[config.mk]
export PLATFORM = sky130hd
export DESIGN_NAME = bufdiv_align_sequencer
export DESIGN_NICKNAME = d
export VERILOG_FILES = /design/src/rtl/bufdiv_seq_pkg.sv /design/src/rtl/bufdiv_align_sequencer_sync_2ff.sv /design/src/rtl/bufdiv_align_sequencer.sv
export SDC_FILE = /design/constraint.sdc
export NUM_CORES = 1
export LEC_CHECK = 0
export CAP_MARGIN = 20
export CORE_ASPECT_RATIO = 0.75
export CORE_MARGIN = 4
export CORE_UTILIZATION = 62
export CTS_CLUSTER_SIZE = 28
export DETAILED_ROUTE_END_ITERATION = 7
export DONT_BUFFER_PORTS = 1
export PLACE_DENSITY = 0.78
export SYNTH_ARGS = -nofsm -noshare
export SYNTH_HDL_FRONTEND = slang
export SYNTH_SLANG_ARGS = --single-unit
export TNS_END_PERCENT = 20
[constraint.sdc]
create_clock -name clk_CLR -period 3.5 [get_ports clk_CLR]
set_input_delay 0.7 -clock clk_CLR [delete_from_list [all_inputs] [get_ports clk_CLR]]
set_output_delay 0.7 -clock clk_CLR [all_outputs]
set_load 0.05 [all_outputs]
[src/rtl/bufdiv_seq_pkg.sv]
// Shared types and default timing for the BUFGCE_DIV alignment sequencer.
// The helper sizes counters from whichever timing parameter is largest.
package bufdiv_seq_pkg;

   typedef enum logic [3:0] {
      S_WAIT_LOCK,
      S_DEBOUNCE,
      S_CE_OFF,
      S_CLR_ON,
      S_CE_LAG,
      S_SETTLE,
      S_RUN,
      S_MMCM_RST,
      S_FAULT
   } state_t;

   localparam int DEF_LOCK_STABLE = 64;
   localparam int DEF_CE_LEAD     = 2;
   localparam int DEF_CLR_WIDTH   = 1;
   localparam int DEF_CE_LAG      = 2;
   localparam int DEF_SETTLE      = 16;
   localparam int DEF_TIMEOUT     = 4096;
   localparam int DEF_RST_WIDTH   = 16;
   localparam int DEF_MAX_RETRY   = 3;

   localparam int CNT_W = $clog2(DEF_TIMEOUT) + 1;

   function automatic int max_int(input int a, input int b);
      return (a > b) ? a : b;
   endfunction

endpackage

[src/rtl/bufdiv_align_sequencer_sync_2ff.sv]
// Two-flop synchroniser for the asynchronous MMCM/CDCM lock input.
// Resets to 0 so the sequencer always starts from "not locked".
module sync_2ff (
   input  logic clk,
   input  logic rst_n,
   input  logic i_d,
   output logic o_q
);

   (* ASYNC_REG = "TRUE" *) logic r_meta;
   (* ASYNC_REG = "TRUE" *) logic r_sync;

   always_ff @(posedge clk or negedge rst_n) begin
      if (!rst_n) begin
         r_meta <= 1'b0;
         r_sync <= 1'b0;
      end else begin
         r_meta <= i_d;
         r_sync <= r_meta;
      end
   end

   assign o_q = r_sync;

endmodule

[src/rtl/bufdiv_align_sequencer.sv]
// Debounces MMCM lock, drives the BUFGCE_DIV CE-low / CLR / CE-high alignment sequence,
// and resets the MMCM with bounded retries when lock never settles.
module bufdiv_align_sequencer
   import bufdiv_seq_pkg::*;
#(
   parameter int LOCK_STABLE = DEF_LOCK_STABLE,
   parameter int CE_LEAD     = DEF_CE_LEAD,
   parameter int CLR_WIDTH   = DEF_CLR_WIDTH,
   parameter int CE_LAG      = DEF_CE_LAG,
   parameter int SETTLE      = DEF_SETTLE,
   parameter int TIMEOUT     = DEF_TIMEOUT,
   parameter int RST_WIDTH   = DEF_RST_WIDTH,
   parameter int MAX_RETRY   = DEF_MAX_RETRY
) (
   input  logic       clk_CLR,
   input  logic       rst_n,
   input  logic       mmcm_cdcm_locked,
   input  logic       realign_req,
   output logic       BUFDIV_CE,
   output logic       BUFDIV_CLR,
   output logic       mmcm_cdcm_locked_level2,
   output logic       mmcm_reset,
   output logic       busy,
   output logic       fault,
   output logic [7:0] align_count
);

   localparam int CNT_MAX = max_int(max_int(max_int(LOCK_STABLE, TIMEOUT),
                                            max_int(CE_LEAD, CLR_WIDTH)),
                                    max_int(max_int(CE_LAG, SETTLE), RST_WIDTH));
   localparam int W  = $clog2(CNT_MAX) + 1;
   localparam int RW = $clog2(MAX_RETRY + 1) + 1;

   state_t        r_state;
   state_t        w_next;
   state_t        w_tmo_dest;
   logic [W-1:0]  r_cnt;
   logic [W-1:0]  r_tmo;
   logic [RW-1:0] r_retry;
   logic [7:0]    r_align;
   logic          r_ce;
   logic          r_clr;
   logic          r_ready;
   logic          r_mrst;
   logic          r_busy;
   logic          r_fault;
   logic          w_lk;
   logic          w_in_wait;
   logic          w_next_wait;
   logic          w_tmo_hit;
   logic          w_timed;

   sync_2ff u_sync (
      .clk   (clk_CLR),
      .rst_n (rst_n),
      .i_d   (mmcm_cdcm_locked),
      .o_q   (w_lk)
   );

   assign w_in_wait   = (r_state == S_WAIT_LOCK) || (r_state == S_DEBOUNCE);
   assign w_next_wait = (w_next == S_WAIT_LOCK) || (w_next == S_DEBOUNCE);
   assign w_tmo_hit   = w_in_wait && (r_tmo == W'(TIMEOUT - 1));
   assign w_tmo_dest  = (r_retry < RW'(MAX_RETRY)) ? S_MMCM_RST : S_FAULT;
   assign w_timed     = (r_state == S_DEBOUNCE) || (r_state == S_CE_OFF) ||
                        (r_state == S_CLR_ON)   || (r_state == S_CE_LAG) ||
                        (r_state == S_SETTLE)   || (r_state == S_MMCM_RST);

   // Lock loss is tested first in every aligning state so it beats realign and counter expiry.
   always_comb begin
      w_next = r_state;
      case (r_state)
         S_WAIT_LOCK: begin
            if (w_tmo_hit)  w_next = w_tmo_dest;
            else if (w_lk)  w_next = S_DEBOUNCE;
         end
         S_DEBOUNCE: begin
            if (w_tmo_hit)                               w_next = w_tmo_dest;
            else if (!w_lk)                              w_next = S_WAIT_LOCK;
            else if (r_cnt == W'(LOCK_STABLE - 1))       w_next = S_CE_OFF;
         end
         S_CE_OFF: begin
            if (!w_lk)                                   w_next = S_WAIT_LOCK;
            else if (r_cnt == W'(CE_LEAD - 1))           w_next = S_CLR_ON;
         end
         S_CLR_ON: begin
            if (!w_lk)                                   w_next = S_WAIT_LOCK;
            else if (r_cnt == W'(CLR_WIDTH - 1))         w_next = S_CE_LAG;
         end
         S_CE_LAG: begin
            if (!w_lk)                                   w_next = S_WAIT_LOCK;
            else if (r_cnt == W'(CE_LAG - 1))            w_next = S_SETTLE;
         end
         S_SETTLE: begin
            if (!w_lk)                                   w_next = S_WAIT_LOCK;
            else if (r_cnt == W'(SETTLE - 1))            w_next = S_RUN;
         end
         S_RUN: begin
            if (!w_lk)                                   w_next = S_WAIT_LOCK;
            else if (realign_req)                        w_next = S_CE_OFF;
         end
         S_MMCM_RST: begin
            if (r_cnt == W'(RST_WIDTH - 1))              w_next = S_WAIT_LOCK;
         end
         S_FAULT:     w_next = S_FAULT;
         default:     w_next = S_WAIT_LOCK;
      endcase
   end

   always_ff @(posedge clk_CLR or negedge rst_n) begin
      if (!rst_n) begin
         r_state <= S_WAIT_LOCK;
         r_cnt   <= '0;
         r_tmo   <= '0;
         r_retry <= '0;
         r_align <= '0;
         r_ce    <= 1'b0;
         r_clr   <= 1'b0;
         r_ready <= 1'b0;
         r_mrst  <= 1'b0;
         r_busy  <= 1'b1;
         r_fault <= 1'b0;
      end else begin
         r_state <= w_next;

         if (w_next != r_state)  r_cnt <= '0;
         else if (w_timed)       r_cnt <= r_cnt + W'(1);

         // Timeout spans WAIT_LOCK and DEBOUNCE together, so a debounce glitch does not restart it.
         if (w_next_wait && w_in_wait) r_tmo <= r_tmo + W'(1);
         else                          r_tmo <= '0;

         if (w_next == S_MMCM_RST && r_state != S_MMCM_RST)  r_retry <= r_retry + RW'(1);
         else if (w_next == S_RUN && r_state != S_RUN)       r_retry <= '0;

         if (w_next == S_RUN && r_state != S_RUN && r_align != 8'hFF)
            r_align <= r_align + 8'd1;

         // Pin outputs are decoded from the current state, one cycle behind the state change.
         r_ce    <= (r_state == S_SETTLE) || (r_state == S_RUN);
         r_clr   <= (r_state == S_CLR_ON);
         r_ready <= (r_state == S_RUN);
         r_mrst  <= (r_state == S_MMCM_RST);
         r_busy  <= (r_state != S_RUN) && (r_state != S_FAULT);
         r_fault <= (r_state == S_FAULT);
      end
   end

   assign BUFDIV_CE               = r_ce;
   assign BUFDIV_CLR              = r_clr;
   assign mmcm_cdcm_locked_level2 = r_ready;
   assign mmcm_reset              = r_mrst;
   assign busy                    = r_busy;
   assign fault                   = r_fault;
   assign align_count             = r_align;

endmodule

# After elaboration in Yosys (flattened, before gate mapping)
# Index checks and enable logic that the tools add are counted.
# totals
reg_bits,49
elab_cells,80
# op_classes
n_addsub,4
order_cmp,1
n_eq_ne,20
n_mux,23
reduce_logical,19
# op_table
operator,n
$mux W4,17
$mux W13,3
$pmux W4 S9,1
$add A13 B1 Y13 const B,2
$eq A4 B3 Y1 const B,6
$eq A13 B1 Y1 const B,1
$eq A13 B12 Y1 const B,1
$eq A13 B4 Y1 const B,1
$eq A13 B6 Y1 const B,1
$logic_not A13 Y1,1
$add A8 B1 Y8 const B,1
$eq A4 B1 Y1 const B,2
$eq A4 B2 Y1 const B,2
$logic_not A4 Y1,2
$logic_or A1 B1 Y1,8
$ne A4 B3 Y1 const B,2
$ne A8 B8 Y1 const B,1
$logic_and A1 B1 Y1,6
$mux W3,2
$eq A4 B4 Y1 const B,1
$ne A4 B4 Y1,1
$ne A4 B4 Y1 const B,1
$reduce_bool A2 Y1,2
$add A3 B1 Y3 const B,1
$lt A3 B2 Y1 const B,1

# Longest topological paths before layout
# Gate-level depths: netlist (run 1).
# logic_depth
ltp_word,9
depth_mapped,9

# By module
# A second synthesis (run 1) with hierarchy kept.
# hier_totals
hier_cells,255
hier_area_um2,2608.8
# modules_own_cells
module,instances,cells_each,area_per_inst_um2,seq_area_each_um2
bufdiv_align_sequencer,1,253,2558.7,1177.4
sync_2ff,1,2,50.0,50.0

# Worst setup path before layout (run 1)
# No wires, ideal clock.
# synth_timing
path_kind,flip-flop to flip-flop
start,register r_state[2]
end,register r_cnt[3]
setup_ps,89
arrival_ps,2727
slack_ps,684
stages_incl_launch_ff,9
path_buffers,2
cell_sequence,dfrtp_1 -> buf_6 -> or4_4 -> nor4_4 -> nor3_2 -> or4b_1 -> or4b_4 -> buf_6 -> a211oi_2
# synth_between
elab_chain_cells,7
elab_cells_between_ends,36
cone_classes,eq/ne: 9; mux: 18; reduce/logical: 9
# synth_rtl
item,line_no,rtl
"start, declared",bufdiv_align_sequencer.sv:34,state_t r_state;
"start signal, assigned",bufdiv_align_sequencer.sv:123,r_state <= w_next;
$eq A4 B1 Y1 (tied with other cells),"bufdiv_align_sequencer.sv:60, bufdiv_align_sequencer.sv:64, bufdiv_align_sequencer.sv:71",
"$logic_or A1 B1 Y1, on equally long branches","bufdiv_align_sequencer.sv:60, bufdiv_align_sequencer.sv:64",
$logic_and A1 B1 Y1 / $logic_or A1 B1 Y1 (equally long branches),"bufdiv_align_sequencer.sv:62, bufdiv_align_sequencer.sv:64",
$mux W4 (tied with other cells),bufdiv_align_sequencer.sv:77,if (w_tmo_hit) w_next = w_tmo_dest;
$pmux W4 S9 / $logic_or A1 B1 Y1 (equally long branches),"bufdiv_align_sequencer.sv:71, bufdiv_align_sequencer.sv:65",
$ne A4 B4 Y1 / $logic_or A1 B1 Y1 (equally long branches),"bufdiv_align_sequencer.sv:125, bufdiv_align_sequencer.sv:66",
$mux W13 / $reduce_bool A2 Y1 (equally long branches),--,
"end signal, assigned",bufdiv_align_sequencer.sv:126,else if (w_timed) r_cnt <= r_cnt + W'(1);
"end, declared",bufdiv_align_sequencer.sv:37,logic [W-1:0] r_cnt;
# Parallel ways exist; a longest one is shown, timed or not.
# A chain may end at the register's enable or synchronous reset.

# Final worst setup path (run 1)
# layout_timing
start,register r_state[1]
end,register r_cnt[4]
# Same word-level chain as after synthesis.

==> results_tabular.tex, run 1 <==
\begin{tabular}{lr}
\hline
Metric & Value \\
\hline
\multicolumn{2}{l}{\textbf{Detailed routing}} \\
ANT nets after route & 0 \\
\# DRC & 0 \\
1st-pass router iterations & 6 \\
Routed length per placed instance & 16.42 um \\
Vias post-DR & 1890 \\
Vias per cell & 6.097 \\
Number of DRC markers in iteration 0 & 129 \\
Overall routed net length & 5089 um \\
\multicolumn{2}{l}{\textbf{Global route}} \\
Pin count of the biggest net entering global routing & 50 \\
Met3 routing resource usage after global routing & approximately 4.5\% \\
Number of global-route vias before repair & between 1500 and 2000 \\
Met1 Use GR & 30.31\% \\
GRT Max-Usage Layer & met2 \\
Antenna violations before repair & 0 \\
Met2 global-route usage & 32.50\% \\
Total routing usage reported by global routing & a little over a fifth \\
Global-route wire length before repair & 8990 um \\
Global route total overflow & 0 \\
\multicolumn{2}{l}{\textbf{CTS}} \\
PostCTS Resize Cnt & 0 \\
Clock Sink Count & 49 \\
Latest clock arrival within the worst-skew pair & 0.30 ns \\
TritonCTS clock tree & built \\
Maximum level of the CTS H-tree & 2 \\
\# hold bufs at CTS & 0 \\
Number of clock buffers inserted by TritonCTS & 5 \\
Clock tree root driver cell & sky130\_fd\_sc\_hd\_\_clkbuf\_8 \\
Post-CTS clock slew at the launch and capture registers of the worst setup and hold paths & $\sim$0.09 ns \\
Post-CTS setup-driven buffer insertion count & 0 \\
Clock Path Buffers & 2 \\
\multicolumn{2}{l}{\textbf{Placement}} \\
IO buf count & 0 \\
Cell area reported after detailed placement & between 2000 and 3000 um2 \\
Post-DP HPWL & 3523 um \\
Placer congestion estimate & approximately 0.82 \\
\multicolumn{2}{l}{\textbf{Worst setup path}} \\
Buffers \& Inverters on Critical Path & 0 \\
Req. time, crit path & $\sim$3.7 ns \\
Crit path DAT & 3.31 ns \\
Setup slack on the worst flop-to-flop path & 0.40 ns \\
Cell count of the worst reg-to-reg path & 6 \\
Setup Crit Path Kind & reg2reg \\
Category of cells accounting for the largest share of critical-path delay & simple AND/OR/NAND/NOR gates \\
Beginning of the worst register-to-register path & r\_state[1] \\
Max incr delay on CP & 0.67 ns \\
End of the worst register-to-register path & r\_cnt[4] \\
Highest fanout seen on the critical path & 14 \\
Crit path capture type & flip-flop \\
CP Cell Sequence & or4\_4 > nor4\_4 > nor3\_2 > or4b\_1 > or4b\_4 > a211oi\_1 \\
Startpoint class of the critical path & flip-flop \\
Slowest cell on crit path & sky130\_fd\_sc\_hd\_\_or4b\_4 \\
\multicolumn{2}{l}{\textbf{Yosys}} \\
Mapped Cells & 255 \\
Commonest cells in the synthesized netlist & sky130\_fd\_sc\_hd\_\_dfrtp\_1, sky130\_fd\_sc\_hd\_\_nor2\_1, sky130\_fd\_sc\_hd\_\_nand3\_1, sky130\_fd\_sc\_hd\_\_xnor2\_1, sky130\_fd\_sc\_hd\_\_nand2\_1 \\
Area share of the leading cell type in the synthesized netlist & 46.04\% \\
Top area cells in the synthesized netlist & sky130\_fd\_sc\_hd\_\_dfrtp\_1, sky130\_fd\_sc\_hd\_\_xnor2\_1, sky130\_fd\_sc\_hd\_\_a211oi\_2, sky130\_fd\_sc\_hd\_\_xor2\_1, sky130\_fd\_sc\_hd\_\_nor2\_1 \\
Syn Std Cell Area & 2609 um2 \\
Synth Area per Inst & 10.23 um2 \\
Register bit total from synthesis & 49 \\
Share of async-settable or async-resettable flops after synthesis & 100.0\% \\
Cell type with the highest aggregate area in the netlist & sky130\_fd\_sc\_hd\_\_dfrtp\_1 \\
Count of unique library cells instantiated by Yosys & 47 \\
Yosys synthesis warning count & 0 \\
Net count of the mapped netlist & 265 \\
Top flip-flop cell by instance count after synthesis & sky130\_fd\_sc\_hd\_\_dfrtp\_1 \\
Sequential share of the synthesized area & 47.05\% \\
Dominant cell by count in the synthesized netlist & sky130\_fd\_sc\_hd\_\_dfrtp\_1 \\
Count of flip-flops with a built-in enable after synthesis & 0 \\
\multicolumn{2}{l}{\textbf{Final layout}} \\
Number of antenna repair diodes & 0 \\
Number of nets in the layout & 264 \\
Filler cells & 338 \\
Synth-to-Final Area Change & 4.508\% \\
Layout cells sized above 1 & 11.37\% \\
Final instance area & 2726 um2 \\
\multicolumn{2}{l}{\textbf{Run status}} \\
Result of the run & complete, no violations \\
\multicolumn{2}{l}{\textbf{STA}} \\
Highest achievable clock rate & approximately 320 MHz \\
Setup repair after global routing missed its margin & no \\
Number of failing setup endpoints in the final timing report & 0 \\
Worst Clk Skew & 0.006327 ns \\
Ratio of final minimum period to clock period & 88.67\% \\
Fin Setup TNS & 0 ns \\
Max Transition Viols Final & 0 \\
Post-layout min period & 3.103 ns \\
Final hold violation count & 0 \\
Slew at the pin closest to its max-slew limit & 0.7187 ns \\
Max-slew headroom & slightly above 50\% \\
\multicolumn{2}{l}{\textbf{Worst hold path}} \\
Type of the worst min-delay path & in2async \\
\multicolumn{2}{l}{\textbf{Pwr}} \\
Total design power & 930.4 uW \\
Pleak & 0.001213 uW \\
Power density over the cells & 341.3 nW/um2 \\
Peak supply drop & 0.0001683 V \\
\multicolumn{2}{l}{\textbf{Floorplanning}} \\
Die boundary width & 82.90 um \\
I/O pin cnt & 18 \\
Floorplan die height & 64.18 um \\
Overall die area & approximately 5300 um2 \\
Placeable core region & between 4000 and 5000 um2 \\
Initial core utilization & 64.35\% \\
Number of placement rows & 20 \\
\multicolumn{2}{l}{\textbf{Run}} \\
Max Cap Viol & 0 \\
\hline
\end{tabular}
==> flip-flops by register name, indices dropped and copies added (netlist names), 3 cells and up <==
name and count:
align_count 8, r_cnt 13, r_retry 3, r_state 4, r_tmo 13
==> kinds of logic after synthesis <==
logic type               count (synthesis)  share of synthesized area, %
adder cells (fa/ha/maj)                  6                         2.878
AO/OA/AOI/OAI                           30                         10.02
multiplexers                             2                        0.8153
AND/OR/NAND/NOR                        116                         25.18
flip-flops                              49                         47.05
XOR/XNOR                                31                         10.41
buffers and inverters                   21                         3.645
==> power by group <==
part | leakage (uW) | total (uW) | switching, uW | internal (uW)
Combinational | 0.000515 | 29.8 | 18.0 | 11.8
Sequential | 0.000659 | 577 | 7.04 | 570
Clock | 0.0000395 | 324 | 181 | 142
==> worst register-to-register path, delay by kind of cell (launching register included) <==
family	cells	cell delay (ns)
AOI/OAI and AO/OA	1	0.28
and+or+nand+nor	5	2.20
DFF	1	0.53
==> layout by cell type, fill, tap and decap left out, drive strengths merged, types with 2 or more instances in the layout <==
cell type,netlist,routed
a21oi,3,3
xnor2,18,18
dfrtp,48,48
and4,2,2
nor4,4,4
nand3,18,18
ha,6,6
nand4,11,11
nor4b,3,3
and3,11,11
or2,2,2
nand2,15,15
o21ai,5,5
and2,2,2
inv,9,9
nor2b,2,2
xor2,13,13
nor2,26,26
a31oi,2,2
nand2b,4,4
clkbuf,9,8
nor3,8,8
or4b,2,2
a211oi,13,13
nor3b,2,2
buf,3,4
==> metal layers <==
metal | up-vias | wire, um
met5 | - | 0
met4 | 0 | 65
met3 | 10 | 268
met2 | 45 | 2294
met1 | 933 | 2461
li1 | 902 | -
==> metrics by stage <==
| stage | instances | setup WS (ns) | hold slack (ns) | utilization, % |
|---|---|---|---|---|
| after floorplan | 255 | 0.6844 | 0.3312 | - |
| after global placement | 302 | 0.5364 | 0.3350 | 65.28 |
| after detailed placement | 302 | 0.4367 | 0.3464 | 65.28 |
| after CTS | 310 | 0.4027 | 0.08031 | 67.25 |
| after global routing | 310 | 0.2532 | 0.05585 | 67.25 |
| final | 310 | 0.3967 | 0.07948 | 67.25 |
==> area by class of cell <==
class	count	area (um2)	area share, %
well taps	55	68.82	2.524
inverters	9	33.78	1.239
flip-flops and latches	49	1227	45.02
multi-input cells	185	1286	47.18
repair buffers	4	30.03	1.101
clock buffers	8	80.08	2.937
==> how the worst max path moves through the flow <==
stage                    start  endpoint  slack [ns]  cells past startpoint
floorplan           r_state[2]  r_cnt[3]        0.68                      8
global placement    r_state[1]  r_cnt[4]        0.54                      6
detailed placement  r_state[1]  r_cnt[6]        0.44                      6
CTS                 r_state[1]  r_cnt[4]        0.40                      6
global route        r_state[1]  r_cnt[4]        0.25                      6
finish              r_state[1]  r_cnt[4]        0.40                      6
Power figures use the tool's default switching activity.
==> inputs of run 2 (changes only) <==
--- a/config.mk
+++ b/config.mk
@@ -5,6 +5,7 @@
 export SDC_FILE = /design/constraint.sdc
 export NUM_CORES = 1
 export LEC_CHECK = 0
+export ABC_AREA = 1
 export CAP_MARGIN = 20
 export CORE_ASPECT_RATIO = 0.75
 export CORE_MARGIN = 4
==> results_tabular.tex, run 2 <==
\begin{tabular}{lr}
\hline
Metric & Value \\
\hline
\multicolumn{2}{l}{\textbf{Run status}} \\
Result of the run & complete, no violations \\
\multicolumn{2}{l}{\textbf{CTS}} \\
Latest clock arrival within the worst-skew pair & 0.30 ns \\
TritonCTS clock tree & built \\
\# hold bufs at CTS & 0 \\
Number of clock buffers inserted by TritonCTS & 5 \\
Post-CTS setup-driven buffer insertion count & 0 \\
Post-CTS clock slew at the launch and capture registers of the worst setup and hold paths & roughly 0.09 ns \\
PostCTS Resize Cnt & 0 \\
Clock Path Buffers & 2 \\
Clock tree root driver cell & sky130\_fd\_sc\_hd\_\_clkbuf\_8 \\
Maximum level of the CTS H-tree & 2 \\
Clock Sink Count & 49 \\
\multicolumn{2}{l}{\textbf{STA}} \\
Ratio of final minimum period to clock period & 66.59\% \\
Post-layout min period & roughly 2.3 ns \\
Worst Clk Skew & 0.01041 ns \\
Highest achievable clock rate & 429.1 MHz \\
Number of failing setup endpoints in the final timing report & 0 \\
Max Transition Viols Final & 0 \\
Setup repair after global routing missed its margin & no \\
Final hold violation count & 0 \\
Fin Setup TNS & 0 ns \\
Max-slew headroom & 59.29\% \\
Slew at the pin closest to its max-slew limit & 0.6089 ns \\
\multicolumn{2}{l}{\textbf{Worst setup path}} \\
Cell count of the worst reg-to-reg path & 9 \\
Req. time, crit path & 3.70 ns \\
Startpoint class of the critical path & flip-flop \\
Crit path DAT & 2.53 ns \\
Crit path launch & r\_tmo[0] \\
Beginning of the worst register-to-register path & r\_tmo[0] \\
Crit path capture type & flip-flop \\
Highest fanout seen on the critical path & 13 \\
Setup slack on the worst flop-to-flop path & roughly 1.2 ns \\
End of the worst register-to-register path & r\_tmo[3] \\
Setup Crit Path Kind & reg2reg \\
\multicolumn{2}{l}{\textbf{Yosys}} \\
Yosys synthesis warning count & 0 \\
Register bit total from synthesis & 49 \\
Count of unique library cells instantiated by Yosys & 33 \\
Share of async-settable or async-resettable flops after synthesis & between 90\% and 100\% \\
Top flip-flop cell by instance count after synthesis & sky130\_fd\_sc\_hd\_\_dfrtp\_1 \\
Cell type with the highest aggregate area in the netlist & sky130\_fd\_sc\_hd\_\_dfrtp\_1 \\
Net count of the mapped netlist & 330 \\
Synth Area per Inst & 8.610 um2 \\
Sequential share of the synthesized area & around 45\% \\
Count of flip-flops with a built-in enable after synthesis & 0 \\
Area share of the leading cell type in the synthesized netlist & 43.60\% \\
Top area cells in the synthesized netlist & sky130\_fd\_sc\_hd\_\_dfrtp\_1, sky130\_fd\_sc\_hd\_\_nand2\_1, sky130\_fd\_sc\_hd\_\_nor2\_1, sky130\_fd\_sc\_hd\_\_xor2\_1, sky130\_fd\_sc\_hd\_\_inv\_1 \\
Mapped Cells & 320 \\
Commonest cells in the synthesized netlist & sky130\_fd\_sc\_hd\_\_nand2\_1, sky130\_fd\_sc\_hd\_\_dfrtp\_1, sky130\_fd\_sc\_hd\_\_nor2\_1 \\
Syn Std Cell Area & between 2000 and 3000 um2 \\
Dominant cell by count in the synthesized netlist & sky130\_fd\_sc\_hd\_\_nand2\_1 \\
\multicolumn{2}{l}{\textbf{Global route}} \\
Total routing usage reported by global routing & between 10\% and 20\% \\
Global-route wire length before repair & 8694 um \\
Antenna violations before repair & 0 \\
Pin count of the biggest net entering global routing & 50 \\
Number of global-route vias before repair & 1895 \\
Global route total overflow & 0 \\
\multicolumn{2}{l}{\textbf{Floorplanning}} \\
I/O pin cnt & 18 \\
Number of placement rows & 20 \\
Overall die area & about 5600 um2 \\
Initial core utilization & 65.93\% \\
Floorplan die height & 65.73 um \\
Placeable core region & 4179 um2 \\
Die boundary width & 84.98 um \\
\multicolumn{2}{l}{\textbf{Final layout}} \\
Most common cell after layout, fill and taps aside & sky130\_fd\_sc\_hd\_\_nand2\_1 \\
Synth-to-Final Area Change & 5.858\% \\
Area of all sequential standard cells & 1227 um2 \\
Multi-input gate area & between 1000 and 1500 um2 \\
Final instance area & 2917 um2 \\
Filler cells & 320 \\
Layout cells sized above 1 & 17.96\% \\
Highest-count cells in the layout ignoring fill and taps & sky130\_fd\_sc\_hd\_\_nand2\_1, sky130\_fd\_sc\_hd\_\_dfrtp\_1, sky130\_fd\_sc\_hd\_\_nor2\_1 \\
Number of antenna repair diodes & 0 \\
Number of nets in the layout & 332 \\
\multicolumn{2}{l}{\textbf{Detailed routing}} \\
\# DRC & 0 \\
1st-pass router iterations & 5 \\
Number of DRC markers in iteration 0 & about 120 \\
Vias per cell & 5.304 \\
Vias post-DR & 2005 \\
ANT nets after route & 0 \\
Routed length per placed instance & 12.65 um \\
Overall routed net length & 4781 um \\
\multicolumn{2}{l}{\textbf{Placement}} \\
IO buf count & 0 \\
Post-DP HPWL & around 3400 um \\
Placer congestion estimate & $\sim$0.86 \\
Cell area reported after detailed placement & 2783 um2 \\
\multicolumn{2}{l}{\textbf{Pwr}} \\
Power density over the cells & 454.6 nW/um2 \\
Peak supply drop & 0.0002303 V \\
Total design power & 1326 uW \\
Pleak & 0.001418 uW \\
\multicolumn{2}{l}{\textbf{Run}} \\
Max Cap Viol & 0 \\
\multicolumn{2}{l}{\textbf{Worst hold path}} \\
Type of the worst min-delay path & in2async \\
\hline
\end{tabular}
run 2: cell count changes after synthesis, moves of 6 or more:
| cell | delta |
|---|---|
| sky130_fd_sc_hd__a211oi_2 | -10 |
| sky130_fd_sc_hd__and3_1 | -11 |
| sky130_fd_sc_hd__clkbuf_1 | -8 |
| sky130_fd_sc_hd__inv_1 | +23 |
| sky130_fd_sc_hd__nand2_1 | +46 |
| sky130_fd_sc_hd__nand3_2 | +6 |
| sky130_fd_sc_hd__nor2_1 | +18 |
| sky130_fd_sc_hd__nor2_2 | +18 |
| sky130_fd_sc_hd__o21ai_0 | +6 |
| sky130_fd_sc_hd__xnor2_1 | -11 |
run 2: worst max-delay path by stage:
stage | end | slack, ns | cells past startpoint
after detailed placement | r_tmo[2] | 1.14 | 9
after floorplan | align_count[1] | 1.63 | 6
after CTS | r_tmo[2] | 1.15 | 9
after global routing | r_tmo[4] | 0.94 | 9
after global placement | r_tmo[2] | 1.30 | 9
final | r_tmo[3] | 1.17 | 9
run 2: metal layers:
| metal | vias to the layer above | wire [um] | GRT usage (%) |
|---|---|---|---|
| li1 | 1018 | - | - |
| met5 | - | 0 | 0 |
| met4 | 0 | 99 | 8.696 |
| met3 | 8 | 291 | 5.013 |
| met2 | 69 | 1957 | 26.94 |
| met1 | 910 | 2432 | 29.76 |
run 2: kinds of logic (layout without fill, tap and decap cells):
| family | Yosys count | count (layout) | share of synthesized area [%] |
|---|---|---|---|
| AOI/OAI and AO/OA | 19 | 19 | 4.133 |
| DFF | 49 | 49 | 44.55 |
| adders and majority gates | 6 | 6 | 2.725 |
| buffers and inverters | 42 | 45 | 6.539 |
| xor gates and xnor gates | 23 | 23 | 7.311 |
| and+or+nand+nor | 180 | 180 | 34.33 |
| muxes | 1 | 1 | 0.4087 |
run 2: layout make-up:
class / instances / area share [%]
clock inverters: 3 / 2.231
clock buffers: 5 / 2.360
inverters: 37 / 4.762
well taps: 55 / 2.360
multi-input cells: 229 / 46.20
flip-flops and latches: 49 / 42.08
run 2: per-stage QoR:
stage	std cells	util [%]	hold slack [ns]	setup slack [ns]
2_1_floorplan	320	-	0.3312	1.629
3_3_place_gp	370	66.59	0.3335	1.305
3_5_place_dp	370	66.59	0.3347	1.144
4_1_cts	378	69.79	0.06601	1.151
5_1_grt	378	69.79	0.05575	0.9368
6_report	378	69.79	0.07937	1.169
run 2: report_power, final:
part / leakage, uW / switching, uW / total [uW] / internal [uW]
Combinational: 0.000687 / 181 / 251 / 70.0
Clock: 0.0000681 / 187 / 471 / 284
Sequential: 0.000663 / 22.0 / 604 / 582
Total: 0.00142 / 390 / 1330 / 936
run 2: critical path, stage by stage (launching register included):
cell and delay [ns]:
sky130_fd_sc_hd__dfrtp_1 0.37, sky130_fd_sc_hd__ha_1 0.17, sky130_fd_sc_hd__nand2_1 0.06, sky130_fd_sc_hd__nor2_1 0.15
sky130_fd_sc_hd__nand2_2 0.12, sky130_fd_sc_hd__nor2_4 0.16, sky130_fd_sc_hd__nand4_2 0.15, sky130_fd_sc_hd__nand3_1 0.18
sky130_fd_sc_hd__nand4_1 0.51, sky130_fd_sc_hd__nor3b_1 0.35
==> inputs of run 3 (changes only) <==
==> constraint.sdc (replaced) <==
create_clock -name clk_CLR -period 2.18 [get_ports clk_CLR]
set_input_delay 0.436 -clock clk_CLR [delete_from_list [all_inputs] [get_ports clk_CLR]]
set_output_delay 0.436 -clock clk_CLR [all_outputs]
set_load 0.05 [all_outputs]
==> results_tabular.tex, run 3 (synthesized netlist as in run 2, its figures left out) <==
\begin{tabular}{lr}
\hline
Metric & Value \\
\hline
\multicolumn{2}{l}{\textbf{Final layout}} \\
Synth-to-Final Area Change & 9.083\% \\
Final Non-Filler Cells & 390 \\
Number of nets in the layout & 345 \\
Final instance area & 3005 um2 \\
Layout cells sized above 1 & a little over a fifth \\
Highest-count cells in the layout ignoring fill and taps & sky130\_fd\_sc\_hd\_\_nand2\_1, sky130\_fd\_sc\_hd\_\_dfrtp\_1, sky130\_fd\_sc\_hd\_\_nor2\_1 \\
Number of antenna repair diodes & 0 \\
Most common cell after layout, fill and taps aside & sky130\_fd\_sc\_hd\_\_nand2\_1 \\
\multicolumn{2}{l}{\textbf{Worst setup path}} \\
Startpoint class of the critical path & flip-flop \\
Crit path launch & r\_tmo[0] \\
Worst setup path endpoint & r\_cnt[5] \\
Category of cells accounting for the largest share of critical-path delay & simple AND/OR/NAND/NOR gates \\
Instance count on the critical path & 14 \\
Buffers \& Inverters on Critical Path & 1 \\
Beginning of the worst register-to-register path & r\_tmo[0] \\
End of the worst register-to-register path & r\_cnt[5] \\
Setup slack on the worst flop-to-flop path & roughly 0.19 ns \\
Setup Crit Path Kind & reg2reg \\
Slowest cell on crit path & sky130\_fd\_sc\_hd\_\_dfrtp\_1 \\
Crit path capture type & flip-flop \\
Max incr delay on CP & 0.39 ns \\
Crit path DAT & 2.23 ns \\
Highest fanout seen on the critical path & 13 \\
Most Frequent Cell on Critical Path & sky130\_fd\_sc\_hd\_\_nand2\_1 \\
CP Cell Sequence & ha\_1 > nand2\_1 > nor2\_2 > nand2\_2 > nor2\_1 > nand2\_1 > o21ai\_1 > nand3\_2 > nand3\_2 > nand2\_1 > nand2\_1 > nand3\_2 > buf\_12 > nor2\_1 \\
Cell count of the worst reg-to-reg path & 14 \\
Req. time, crit path & 2.42 ns \\
\multicolumn{2}{l}{\textbf{Floorplanning}} \\
Overall die area & 5585 um2 \\
Floorplan die height & 65.73 um \\
I/O pin cnt & 18 \\
Initial core utilization & about 66\% \\
Number of placement rows & 20 \\
Placeable core region & 4179 um2 \\
Die boundary width & about 85 um \\
\multicolumn{2}{l}{\textbf{Detailed routing}} \\
\# DRC & 0 \\
Overall routed net length & 4997 um \\
Routed length per placed instance & 12.81 um \\
Vias per cell & 5.213 \\
Vias post-DR & 2033 \\
1st-pass router iterations & 4 \\
Number of DRC markers in iteration 0 & between 100 and 150 \\
ANT nets after route & 0 \\
\multicolumn{2}{l}{\textbf{Global route}} \\
Global route total overflow & 0 \\
Antenna violations before repair & 0 \\
Total routing usage reported by global routing & about a fifth \\
Pin count of the biggest net entering global routing & 50 \\
Number of global-route vias before repair & 1932 \\
Global-route wire length before repair & 8611 um \\
\multicolumn{2}{l}{\textbf{STA}} \\
Post-layout min period & around 2.0 ns \\
Slew at the pin closest to its max-slew limit & roughly 0.54 ns \\
Final hold violation count & 0 \\
Max Transition Viols Final & 0 \\
Highest achievable clock rate & 502.9 MHz \\
Worst Clk Skew & 0.006819 ns \\
Number of failing setup endpoints in the final timing report & 0 \\
Max-slew headroom & a little under two thirds \\
Post-route worst setup slack & 0.1915 ns \\
Ratio of final minimum period to clock period & 91.21\% \\
\multicolumn{2}{l}{\textbf{CTS}} \\
TritonCTS clock tree & built \\
Number of clock buffers inserted by TritonCTS & 5 \\
Post-CTS clock slew at the launch and capture registers of the worst setup and hold paths & around 0.090 ns \\
Latest clock arrival within the worst-skew pair & approximately 0.3 ns \\
Clock tree root driver cell & sky130\_fd\_sc\_hd\_\_clkbuf\_8 \\
Clock Path Buffers & 2 \\
Clock Sink Count & 49 \\
Maximum level of the CTS H-tree & 2 \\
\multicolumn{2}{l}{\textbf{Pwr}} \\
Peak supply drop & 0.0004551 V \\
Total design power & 1998 uW \\
Pleak & about 0.0015 uW \\
Gate power share & 24.9\% \\
Net switching power & 659.7 uW \\
Part of the total power dissipated in the clock network & 26.6\% \\
Power density over the cells & roughly 660 nW/um2 \\
Pint & 1338 uW \\
Fraction of power consumed by sequential logic & 48.6\% \\
Switching share of power & 33.02\% \\
\multicolumn{2}{l}{\textbf{Worst hold path}} \\
Type of the worst min-delay path & in2reg \\
\multicolumn{2}{l}{\textbf{Placement}} \\
Cell area reported after detailed placement & 2870 um2 \\
IO buf count & 0 \\
Placed Instances & 380 \\
Placer congestion estimate & 0.8549 \\
Setup WS pre-CTS & 0.1940 ns \\
Post-DP HPWL & 3636 um \\
\multicolumn{2}{l}{\textbf{Run}} \\
Max Cap Viol & 0 \\
\multicolumn{2}{l}{\textbf{Run status}} \\
Result of the run & complete, no violations \\
\hline
\end{tabular}
[run 3: changes by cell type in the layout (fill, tap and decap cells not counted)]
cell                            previous run  this run
sky130_fd_sc_hd__buf_16                    0         1
sky130_fd_sc_hd__ha_1                      6         5
sky130_fd_sc_hd__ha_2                      0         1
sky130_fd_sc_hd__clkinv_4                  0         1
sky130_fd_sc_hd__nor2_1                   44        43
sky130_fd_sc_hd__buf_12                    0         1
sky130_fd_sc_hd__bufinv_16                 2         0
sky130_fd_sc_hd__buf_4                     0        10
sky130_fd_sc_hd__clkinvlp_4                0         1
sky130_fd_sc_hd__nor2_2                   18        19
sky130_fd_sc_hd__clkinv_2                  1         0
sky130_fd_sc_hd__dlygate4sd3_1             0         1
[run 3: how the worst min path moves through the flow]
| stage | from | end | cells past startpoint |
|---|---|---|---|
| after floorplan | rst_n | BUFDIV_CE | 0 |
| after global placement | rst_n | r_tmo[9] | 0 |
| after detailed placement | rst_n | r_tmo[11] | 0 |
| after CTS | mmcm_cdcm_locked | u_sync.r_meta | 0 |
| after global routing | mmcm_cdcm_locked | u_sync.r_meta | 0 |
| final | mmcm_cdcm_locked | u_sync.r_meta | 0 |
[run 3: cell type report]
cell class | count | area (um2)
Clock inverter | 2 | 16.27
Inverter | 37 | 138.9
Clock buffer | 5 | 68.82
Multi-Input combinational cell | 229 | 1353
Timing Repair Buffer | 13 | 132.6
Fill cell | 320 | 1174
Sequential cell | 49 | 1227
Tap cell | 55 | 68.82
[run 3: per-stage QoR]
| stage | util [%] | hold slack, ns | setup TNS (ns) |
|---|---|---|---|
| floorplan | - | 0.1404 | 0 |
| global placement | 68.68 | 0.1420 | 0 |
| detailed placement | 68.68 | 0.1417 | 0 |
| CTS | 71.62 | 0.1454 | 0 |
| global route | 71.92 | 0.1335 | -0.04107 |
| finish | 71.92 | 0.1537 | 0 |
[run 3: per-layer routing]
metal | vias to the layer above | GRT usage [%] | part of all wire (%)
met3 | 8 | 4.511 | 5.1
li1 | 1045 | - | -
met2 | 47 | 30.14 | 44
met5 | - | 0 | 0
met4 | 0 | 5.138 | 0.94
met1 | 933 | 28.06 | 50
[run 3: repair_timing]
item	CTS	global route
hold buffers	2	0
endpoints found under the hold margin	49	0
gates resized for setup	0	2
endpoints found under the setup margin	0	12
buffers inserted	0	1
[run 3: power by group through the flow]
stage	Clock [uW]	Sequential [uW]	Combinational, uW
2_1_floorplan	0	977	355
3_3_place_gp	0	985	464
3_5_place_dp	0	984	469
4_1_cts	541	967	495
5_1_grt	573	974	559
6_report	531	970	497
==> patch 1: new RTL, settings of run 1 <==
The 9 states of `state_t` get a one-hot encoding in 9 bits.
--- a/src/rtl/bufdiv_seq_pkg.sv
+++ b/src/rtl/bufdiv_seq_pkg.sv
@@ -3,14 +3,14 @@
 package bufdiv_seq_pkg;
 
-   typedef enum logic [3:0] {
-      S_WAIT_LOCK,
-      S_DEBOUNCE,
-      S_CE_OFF,
-      S_CLR_ON,
-      S_CE_LAG,
-      S_SETTLE,
-      S_RUN,
-      S_MMCM_RST,
-      S_FAULT
+   typedef enum logic [8:0] {
+      S_WAIT_LOCK = 9'b000000001,
+      S_DEBOUNCE  = 9'b000000010,
+      S_CE_OFF    = 9'b000000100,
+      S_CLR_ON    = 9'b000001000,
+      S_CE_LAG    = 9'b000010000,
+      S_SETTLE    = 9'b000100000,
+      S_RUN       = 9'b001000000,
+      S_MMCM_RST  = 9'b010000000,
+      S_FAULT     = 9'b100000000
    } state_t;
 
Formal check against the unedited RTL: same outputs for any inputs over 10 cycles, from zero or initial values and one cycle with rst_n low; not proved beyond that.
==> patch 1 against run 1 <==
- routed wire length is 28% higher
- synthesized cell count is 29% higher
- cell area is 18% higher
- sequential share of layout area is 3.0 points lower
- core utilization is 1.1 points lower
- sequential cell count is 5 higher
- worst setup slack worse by 0.0029 ns
- area after synthesis is 20% higher
- highest routed layer unchanged
Power is not compared: it rests on default switching activity, and its combinational part moved more than twofold at a synthesized area within 25%.
==> patch 1: results (changes against run 1) <==
STATUS
---------------------------------------------------------------------------------------
Status                                                                     finished, final reports clean

GLOBAL ROUTE
---------------------------------------------------------------------------------------
Vias in the first global route                                                    2,324   +25%
Aggregate global-route resource usage                                            21.99%   +0.82 points
Global-route wire length before repair                                        11,300 um   +26%
Largest net degree at the start of global routing                                    55   +10%

PLACED DESIGN
---------------------------------------------------------------------------------------
Routability congestion estimate from global placement                            0.9771   +19%
Area post-placement                                                            3136 um2   +18%
Placed Instances                                                                    376   +25%
HPWL reported at the end of detailed placement                                  4656 um   +32%
Placement-stage worst setup slack                                             0.4594 ns   +0.02275 ns

WORST SETUP PATH
---------------------------------------------------------------------------------------
Crit path from                                                               r_state[4]
Largest fanout on the critical path                                                  16   +2
Critical path endpoint                                                         r_cnt[1]
Worst-path cell with the longest stage delay                               sky130_fd_sc_hd__or4_4

LOGIC SYNTHESIS
---------------------------------------------------------------------------------------
Leading cell types by count after synthesis                                52 x sky130_fd_sc_hd__dfrtp_1, 38 x sky130_fd_sc_hd__nor2_1, 28 x sky130_fd_sc_hd__nand2_1
Sequential share of the synthesized area                                         43.35%   -3.7 points
Syn_area_per_cell                                                             9.492 um2   -7.2%
Number of nets produced by synthesis                                                339   +28%

TIMING
---------------------------------------------------------------------------------------
Post-route fraction of the period consumed by the critical path                  88.75%   about the same
Slew HR                                                                          52.13%   +0.49 points
Worst clock skew on the final layout                                        0.004711 ns   -0.001616 ns

ROUTE
---------------------------------------------------------------------------------------
Number of violations reported at the end of detailed-routing iteration 0            290   +120%
Average routed wire per standard cell                                          16.98 um   +3.4%
Total number of vias                                                              2,383   +26%
First-pass detailed-route iteration total                                             4   -2

LAYOUT
---------------------------------------------------------------------------------------
Nets                                                                                333   +26%

-- patch 1: layer usage --
layer	up-vias	routed length, um	GRT usage [%]
met3	6	518	6.941
li1	1160	-	-
met2	79	2946	33.75
met4	0	34	4.754
met1	1138	3022	30.81
met5	-	0	0
-- patch 1: cell type report --
| class | instances | area [um2] |
|---|---|---|
| Timing Repair Buffer | 6 | 45.04 |
| Multi-Input combinational cell | 243 | 1613 |
| Inverter | 13 | 48.80 |
| Tap cell | 60 | 75.07 |
| Fill cell | 398 | 1650 |
| Clock inverter | 2 | 13.76 |
| Clock buffer | 6 | 72.57 |
| Sequential cell | 54 | 1354 |
-- patch 1: worst reg2reg max path, delay by kind of cell (launching register included) --
| kind | cells | cell delay (ns) |
|---|---|---|
| AOI/OAI and AO/OA | 1 | 0.40 |
| and+or+nand+nor | 5 | 1.99 |
| DFF | 1 | 0.59 |
-- patch 1: kinds of logic after synthesis --
logic type	Yosys count	share of synthesized area (%)
AO/OA/AOI/OAI	45	10.82
XOR/XNOR	35	9.816
adder cells (fa/ha/maj)	6	2.404
buffers and inverters	32	5.008
flip-flops	54	43.35
multiplexers	1	0.3606
AND/OR/NAND/NOR	156	28.25
-- patch 1: power by group through the flow --
stage	combinational, W	clock, W	sequential [W]
detailed placement	0.000382	0	0.000720
global route	0.000425	0.000382	0.000716
finish	0.000390	0.000346	0.000710
floorplan	0.000378	0	0.000686
global placement	0.000376	0	0.000719
CTS	0.000385	0.000357	0.000708
-- patch 1: through the flow --
stage | hold slack (ns) | utilization, %
2_1_floorplan | 0.3312 | -
3_3_place_gp | 0.3360 | 64.36
3_5_place_dp | 0.3410 | 64.36
4_1_cts | 0.06125 | 66.13
5_1_grt | 0.04499 | 66.13
6_report | 0.07450 | 66.13
==> patch 2: new RTL, flow settings as in run 1 <==
Made on the original files. `DEF_SETTLE`: 16 -> 32.
--- a/src/rtl/bufdiv_seq_pkg.sv
+++ b/src/rtl/bufdiv_seq_pkg.sv
@@ -19,5 +19,5 @@
    localparam int DEF_CLR_WIDTH   = 1;
    localparam int DEF_CE_LAG      = 2;
-   localparam int DEF_SETTLE      = 16;
+   localparam int DEF_SETTLE      = 32;
    localparam int DEF_TIMEOUT     = 4096;
    localparam int DEF_RST_WIDTH   = 16;
Formal check against the unedited RTL: same outputs for any inputs over 10 cycles, from zero or initial values and one cycle with rst_n low; that may be too few to reach the edited logic, so the function may still have changed.
==> patch 2 against run 1 <==
- total power is 9.3% higher
- critical path type unchanged
- area after synthesis is 2.4% lower
- sequential power hardly changed
- global-route usage is 0.61 points lower
- sequential cell count stayed put
- cell area is 0.55% lower
- worst setup slack worse by 0.090 ns
- critical path depth stayed put
- final cell count is 0.32% lower
- fmax is 2.8% lower
- routed wire length is 6.7% lower
==> patch 2: results (changes against run 1) <==
STATUS
---------------------------------------------------------------------------------------
Status                                                                     finished, final reports clean

LOGIC SYNTHESIS
---------------------------------------------------------------------------------------
Number of nets produced by synthesis                                                262   -1.1%
Sequential share of the synthesized area                                         48.23%   +1.2 points
Number of distinct library cells after synthesis                                     48   +2.1%
Leading cell types by count after synthesis                                48 x sky130_fd_sc_hd__dfrtp_1, 27 x sky130_fd_sc_hd__nor2_1, 19 x sky130_fd_sc_hd__nand2_1
Top cells by area, synth                                                   sky130_fd_sc_hd__dfrtp_1 47%, sky130_fd_sc_hd__xor2_1 5.9%, sky130_fd_sc_hd__xnor2_1 4.5%, sky130_fd_sc_hd__nor2_1 4.0%, sky130_fd_sc_hd__nor3_1 3.3%

WORST SETUP PATH
---------------------------------------------------------------------------------------
Worst-path cell with the longest stage delay                               sky130_fd_sc_hd__or4_4
Worst R2R End                                                                  r_tmo[4]
Critical path endpoint                                                         r_tmo[4]
Startpoint of the worst-slack reg-to-reg timing path                           r_cnt[8]
Slowest Stage Delay on Critical Path                                            0.60 ns   -0.07 ns
Top Family by Delay on Critical Path                                       simple AND/OR/NAND/NOR gates
Largest fanout on the critical path                                                  13   -1
R2R cell count                                                                        6   unchanged
Reg-to-reg setup timing slack                                                   0.31 ns   -0.09 ns

CLOCK TREE
---------------------------------------------------------------------------------------
Clock sink count                                                                     49   unchanged
Setup Fix Bufs, Post-CTS                                                              0   unchanged
Count of instances resized after the clock tree is built                              0   unchanged

ROUTE
---------------------------------------------------------------------------------------
Final routed wirelength across all metal layers                                 4748 um   -6.7%
Met3 wire length                                                                 229 um   -15%
Routed metal-1 wire length                                                      2366 um   -3.9%
Number of violations reported at the end of detailed-routing iteration 0            125   -3.1%
Total number of vias                                                              1,864   -1.4%
Met2 Wirelength                                                                 2128 um   -7.2%
First-pass detailed-route iteration total                                             4   -2

PLACED DESIGN
---------------------------------------------------------------------------------------
Area post-placement                                                            2591 um2   -2.1%
Routability congestion estimate from global placement                            0.8994   +9.2%
HPWL reported at the end of detailed placement                                  3371 um   -4.3%

TIMING
---------------------------------------------------------------------------------------
Worst clock skew on the final layout                                        0.007450 ns   +0.001122 ns
Transition at the pin with the smallest max-transition slack                  0.6231 ns   -0.09561 ns

LAYOUT
---------------------------------------------------------------------------------------
Nets                                                                                266   +0.76%
Ratio of cells with drive above 1 in the final layout                            12.45%   +1.1 points
Inserted Diodes                                                                       0   unchanged

GLOBAL ROUTE
---------------------------------------------------------------------------------------
Vias in the first global route                                                    1,767   -5.1%
Met3 track demand over resource in global routing                                4.416%   -0.094 points
Aggregate global-route resource usage                                            20.56%   -0.61 points
Met1 routing resource usage after global routing                                 31.83%   +1.5 points
Global routing met2 resource utilization                                         28.93%   -3.6 points
Most Crowded Layer GR                                                              met1
Global-route wire length before repair                                          8418 um   -6.4%

PWR
---------------------------------------------------------------------------------------
Peak supply drop                                                            0.0002184 V   +30%

-- patch 2: cell types whose count changed after synthesis, moves of 5 or more --
cell | run 1 | this run
sky130_fd_sc_hd__nand3_1 | 18 | 13
sky130_fd_sc_hd__nor3_1 | 7 | 17
sky130_fd_sc_hd__xnor2_1 | 18 | 13
sky130_fd_sc_hd__clkbuf_1 | 9 | 4
sky130_fd_sc_hd__a211oi_2 | 10 | 0
sky130_fd_sc_hd__nor4_1 | 2 | 7
-- patch 2: cells by family after synthesis --
group / Yosys count / synth area share [%]
flip-flops: 49 / 48.23
AND/OR/NAND/NOR: 127 / 27.09
buffers and inverters: 14 / 2.950
adder cells (fa/ha/maj): 6 / 2.950
XOR/XNOR: 30 / 10.32
AO/OA/AOI/OAI: 23 / 7.178
multiplexers: 3 / 1.278
-- patch 2: where the power goes --
part	switching [W]	total [W]	internal, W
sequential	0.00000644	0.000576	0.000570
combinational	0.0000145	0.0000265	0.0000119
clock	0.000182	0.000414	0.000232
total	0.000203	0.00102	0.000814
-- patch 2: stage by stage --
| stage | worst slack (ns) | std cells | hold WS [ns] |
|---|---|---|---|
| finish | 0.3062 | 309 | 0.08925 |
| global placement | 0.3749 | 301 | 0.3471 |
| floorplan | 0.4046 | 252 | 0.3312 |
| CTS | 0.3004 | 309 | 0.07196 |
| global route | 0.1525 | 309 | 0.06109 |
| detailed placement | 0.3066 | 301 | 0.3457 |
-- patch 2: area by class of cell --
| type | instances | area, um2 |
|---|---|---|
| multi-input cells | 189 | 1242 |
| clock inverters | 2 | 37.54 |
| well taps | 52 | 65.06 |
| flip-flops and latches | 49 | 1227 |
| inverters | 7 | 26.28 |
| fillers | 277 | 1092 |
| repair buffers | 4 | 30.03 |
| clock buffers | 6 | 82.58 |
